### src/rtl/instruction_sequencer.sv
// Program-store sequencer: issues stored 16-bit instructions one at a time to the
// processor, waiting for each completion, with a watchdog that aborts a stalled sequence.
module instruction_sequencer #(
    parameter int DEPTH   = 16,
    parameter int ADDR_W  = 4,
    parameter int TIMEOUT = 63
) (
    input  logic              clk_50MHz,
    input  logic              reset,
    input  logic              wr_en,
    input  logic [ADDR_W-1:0] wr_addr,
    input  logic [15:0]       wr_data,
    input  logic [ADDR_W:0]   prog_len,
    input  logic              start,
    input  logic              done,
    output logic              run,
    output logic [15:0]       DIN,
    output logic              busy,
    output logic              finished,
    output logic              timeout_err,
    output logic [ADDR_W-1:0] pc
);

    typedef enum logic [1:0] {
        IDLE  = 2'd0,
        ISSUE = 2'd1,
        WAIT  = 2'd2,
        FIN   = 2'd3
    } state_t;

    localparam logic [ADDR_W:0] DEPTH_LEN   = (ADDR_W+1)'(DEPTH);
    localparam logic [7:0]      TIMEOUT_CNT = 8'(TIMEOUT);

    state_t              state_reg, state_next;
    logic [ADDR_W-1:0]   pc_reg, pc_next;
    logic [15:0]         din_reg, din_next;
    logic [ADDR_W:0]     len_reg, len_next;
    logic [7:0]          cnt_reg, cnt_next;
    logic                terr_reg, terr_next;
    logic [ADDR_W-1:0]   pc_inc;
    logic [DEPTH-1:0]    word_we;

    logic [15:0] mem [DEPTH];

    // Per-word write enables; writes are locked out for the whole active sequence.
    genvar gi;
    generate
        for (gi = 0; gi < DEPTH; gi++) begin : g_we
            assign word_we[gi] = wr_en && !busy && (wr_addr == ADDR_W'(gi));
        end
    endgenerate

    always_ff @(posedge clk_50MHz) begin
        for (int i = 0; i < DEPTH; i++) begin
            if (word_we[i]) begin
                mem[i] <= wr_data;
            end
        end
    end

    always_ff @(posedge clk_50MHz) begin
        if (reset) begin
            state_reg <= IDLE;
            pc_reg    <= '0;
            din_reg   <= '0;
            len_reg   <= '0;
            cnt_reg   <= '0;
            terr_reg  <= 1'b0;
        end else begin
            state_reg <= state_next;
            pc_reg    <= pc_next;
            din_reg   <= din_next;
            len_reg   <= len_next;
            cnt_reg   <= cnt_next;
            terr_reg  <= terr_next;
        end
    end

    assign pc_inc = pc_reg + ADDR_W'(1);

    always_comb begin
        state_next = state_reg;
        pc_next    = pc_reg;
        din_next   = din_reg;
        len_next   = len_reg;
        cnt_next   = cnt_reg;
        terr_next  = terr_reg;
        run        = 1'b0;
        finished   = 1'b0;
        busy       = (state_reg != IDLE);

        case (state_reg)
            IDLE: begin
                if (start) begin
                    terr_next = 1'b0;
                    if (prog_len != '0) begin
                        len_next   = (prog_len > DEPTH_LEN) ? DEPTH_LEN : prog_len;
                        pc_next    = '0;
                        din_next   = mem[0];
                        state_next = ISSUE;
                    end else begin
                        state_next = FIN;
                    end
                end
            end
            ISSUE: begin
                // A done arriving here predates this issue and is deliberately dropped.
                run        = 1'b1;
                cnt_next   = '0;
                state_next = WAIT;
            end
            WAIT: begin
                if (done) begin
                    if ({1'b0, pc_reg} == len_reg - (ADDR_W+1)'(1)) begin
                        state_next = FIN;
                    end else begin
                        pc_next    = pc_inc;
                        din_next   = mem[pc_inc];
                        state_next = ISSUE;
                    end
                end else if (cnt_reg == TIMEOUT_CNT) begin
                    terr_next  = 1'b1;
                    state_next = IDLE;
                end else begin
                    cnt_next = cnt_reg + 8'd1;
                end
            end
            FIN: begin
                finished   = 1'b1;
                state_next = IDLE;
            end
            default: begin
                state_next = IDLE;
            end
        endcase
    end

    assign DIN         = din_reg;
    assign pc          = pc_reg;
    assign timeout_err = terr_reg;

endmodule

### config.mk
export PLATFORM = sky130hd
export DESIGN_NAME = instruction_sequencer
export DESIGN_NICKNAME = d
export VERILOG_FILES = /design/src/rtl/instruction_sequencer.sv
export SDC_FILE = /design/constraint.sdc
export NUM_CORES = 1
export LEC_CHECK = 0
export CORE_MARGIN = 5
export CORE_UTILIZATION = 65
export DETAILED_ROUTE_END_ITERATION = 6
export PLACE_DENSITY = 0.95
export SYNTH_ARGS = -nofsm -noshare
export SYNTH_HDL_FRONTEND = slang
export SYNTH_SLANG_ARGS = --single-unit
### constraint.sdc
create_clock -name clk_50MHz -period 6.9 [get_ports clk_50MHz]
set_input_delay 1.38 -clock clk_50MHz [delete_from_list [all_inputs] [get_ports clk_50MHz]]
set_output_delay 1.38 -clock clk_50MHz [all_outputs]
set_load 0.01 [all_outputs]
==> results.sh <==
export IMPL_async_reset_ff_share_pct=0
export IMPL_grt_usage_pct=28.31
export IMPL_finalHoldViolCount=0
export IMPL_cp_data_required_time_ns=5.52
export IMPL_synthTopCellsByArea="edfxtp_1 66%, mux4_2 8.5%, dfxtp_1 6.2%"
export IMPL_period_needed_ns=3.765
export IMPL_drt_iter0_markers=970
export IMPL_clockBufferDepth=3
export IMPL_final_cell_area_sq_mm=0.01333
export IMPL_synth_fp_nets=774
export IMPL_row_count=49
export IMPL_seq_power_share_pct=54.0
export IMPL_cts_hold_buffers=0
export IMPL_clk_latency_ns=0.54
export IMPL_maxSlewViolCount=0
export IMPL_grt_max_degree=58
export IMPL_cts_buffers=27
export IMPL_synth_flop_cell="edfxtp_1"
export IMPL_die_h_microns=144.1
export IMPL_power_switching_w=0.0007793
export IMPL_post_drt_wl_per_cell_microns=26.93
export IMPL_swShare_pct=21.43
export IMPL_finalNetCount=840
export IMPL_area_growth_pct=14.05
export IMPL_synth_cells=741
export IMPL_synth_xor_xnor_area_share_pct=1.199
export IMPL_finalSetupViolations=0
export IMPL_hp_class="reg2reg"
export IMPL_mostFrequentLayoutCells="256 x edfxtp_1, 135 x nand2_1, 53 x clkdlybuf4s50_1"
export IMPL_dieArea_sq_mm=0.02076
export IMPL_setup_tns_ns=0
export IMPL_worstPathArrival_ns=2.39
export IMPL_wirelength_mm=28.44
export IMPL_synth_top_area_share_pct=65.79
export IMPL_crit_path_end_kind="primary output"
export IMPL_stdcell_count=1056
export IMPL_power_density_mw_per_mm2=272.9
export IMPL_vias_per_cell=6.757
export IMPL_dr_pass1_iters=5
export IMPL_synth_top_family_by_area="simple AND/OR/NAND/NOR gates"
export IMPL_synth_area_mux_share_pct=9.723
export IMPL_final_common_cell="edfxtp_1"
export IMPL_port_buffers=53
export IMPL_cap_viol_max_count=0
export IMPL_max_slew_margin_rel_pct=19.38
export IMPL_antenna_found_initial=0
export IMPL_h_tree_depth=1
export IMPL_gr_total_overflow=0
export IMPL_start_util_pct=65.50
export IMPL_internal_power_w=0.002858
export IMPL_synth_compound_area_share_pct=3.630
export IMPL_path_class="reg2out"
export IMPL_ir_worst_vdd_uv=208.5
export IMPL_wl_met1_mm=9.844
export IMPL_cts_resized=0
export IMPL_dp_cells=1007
export IMPL_clk_pin_slew_worst_paths_ns=0.07
export IMPL_clkSinkCount=292
export IMPL_synth_edf_count=256
export IMPL_dp_hpwl_mm=16.62
export IMPL_rsz0062_at_grt="false"
export IMPL_period_share_pct=54.57
export IMPL_cts_tree="yes"
export IMPL_status="finished clean"
export IMPL_place_area_sq_mm=0.01246
export IMPL_post_synth_top_area_cell="edfxtp_1"
export IMPL_max_freq_ghz=0.2656
export IMPL_drc=0
export IMPL_routed_wl_met2_mm=13.99
export IMPL_skew_ns=0.01848
export IMPL_vias=7135
export IMPL_synth_seq_cells=292
export IMPL_antenna_left=0
export IMPL_die_w_microns=144.1
export IMPL_worst_pin_slew_ns=1.205
export IMPL_ys_warn_count=0
export IMPL_cts_setup_buffers=0
export IMPL_yosysSeqAreaShare_pct=71.96
export IMPL_finalCoreUtilization_pct=74.70
export IMPL_dr_max_layer_used="met4"
export IMPL_synthSimpleGateAreaFrac_pct=10.66
export IMPL_largest_register_ffs=256
export IMPL_fp_coreArea_sq_mm=0.01784
export IMPL_synthAdderAreaFrac_pct=0.3212
export IMPL_drive_above_1_share_pct=15.84
export IMPL_cts_root_buf="clkbuf_16"
export IMPL_antenna_cells=0
export IMPL_leakagePower_nw=4.381
export IMPL_synth_area_per_cell_sq_um=15.77
export IMPL_cp_max_fo=57
export IMPL_netlist_area_sq_mm=0.01168
export IMPL_io_pins=54
export IMPL_ys_types=54
export IMPL_place_gp_congestion=0.8589
export IMPL_comb_power_share_pct=6.2
export IMPL_start_kind="flip-flop"
export IMPL_wl_met3_mm=3.476
export IMPL_power_frac_clock_pct=39.8
export IMPL_grt_pass1_vias=7239
export IMPL_grt_pass1_wl_mm=43.42
-- routing by layer --
| layer | track usage [%] | vias up |
|---|---|---|
| li1 | - | 2965 |
| met1 | 37.47 | 3506 |
| met2 | 47.01 | 570 |
| met3 | 6.052 | 94 |
| met4 | 10.51 | 0 |
| met5 | 0 | - |
-- metrics by stage --
| stage | setup WS [ns] | power (W) | hold WS (ns) |
|---|---|---|---|
| after floorplan | 3.543 | 0.002121 | 0.4694 |
| after global placement | 3.206 | 0.002204 | 0.4427 |
| after detailed placement | 3.052 | 0.002219 | 0.4565 |
| after CTS | 3.078 | 0.003644 | 0.4656 |
| after global routing | 2.957 | 0.003745 | 0.4979 |
| final | 3.135 | 0.003637 | 0.4656 |
-- synthesized netlist by cell type, types with 2 or more instances --
library cell,n
xor2_1,5
xnor2_1,6
nand2_1,135
dfxtp_1,36
mux4_1,4
edfxtp_1,256
buf_4,10
buf_6,5
buf_2,11
o22ai_1,14
mux4_2,44
and3_1,9
nand2b_1,3
nand3_1,37
clkbuf_1,8
mux2i_1,4
nor3_1,17
inv_1,8
or4_1,9
buf_1,3
nor2b_1,5
and2_1,3
or3_1,2
a21oi_2,4
a21oi_1,19
o21ai_0,3
ha_1,3
a211o_1,8
nand4_1,10
nor2_1,36
-- layout make-up --
type	count	area, sq um
Clock buffer	36	769.5
Clock inverter	13	100.1
Fill cell	958	4514
Inverter	8	30.03
Multi-Input combinational cell	402	3025
Sequential cell	292	8412
Tap cell	229	286.5
Timing Repair Buffer	76	703.2
-- path summary, 6_finish.rpt --
kind                                     startpoint                   end  slack (ns)  cells past startpoint
worst max register to register   pc[0]$_SDFFE_PP0P_  DIN[12]$_SDFFE_PP0P_        3.70                      7
worst min-delay path            DIN[1]$_SDFFE_PP0P_   DIN[1]$_SDFFE_PP0P_        0.47                      2
worst min register to register  DIN[1]$_SDFFE_PP0P_   DIN[1]$_SDFFE_PP0P_        0.47                      2
worst max-delay path             pc[0]$_SDFFE_PP0P_                 pc[0]        3.13                      2
-- cell families (layout without fill, tap and decap cells) --
kind of cell             count (synthesis)  count (layout)
AO/OA/AOI/OAI                           61              61
flip-flops                             292             292
buffers and inverters                   47             133
multiplexers                            52              52
AND/OR/NAND/NOR                        273             273
adder cells (fa/ha/maj)                  3               3
XOR/XNOR                                13              13
-- critical path, stage by stage, from the launching register on --
cell and delay (ns):
dfxtp_4 0.35, buf_4 0.80, clkdlybuf4s50_1 0.70
-- power by group through the flow --
stage	sequential [W]	clock (W)	combinational [W]
floorplan	0.00200	0	0.000120
global placement	0.00200	0	0.000205
finish	0.00196	0.00145	0.000224
detailed placement	0.00200	0	0.000217
global route	0.00197	0.00154	0.000239
CTS	0.00196	0.00146	0.000221
Note: power is estimated with default switching activity, not from simulation.
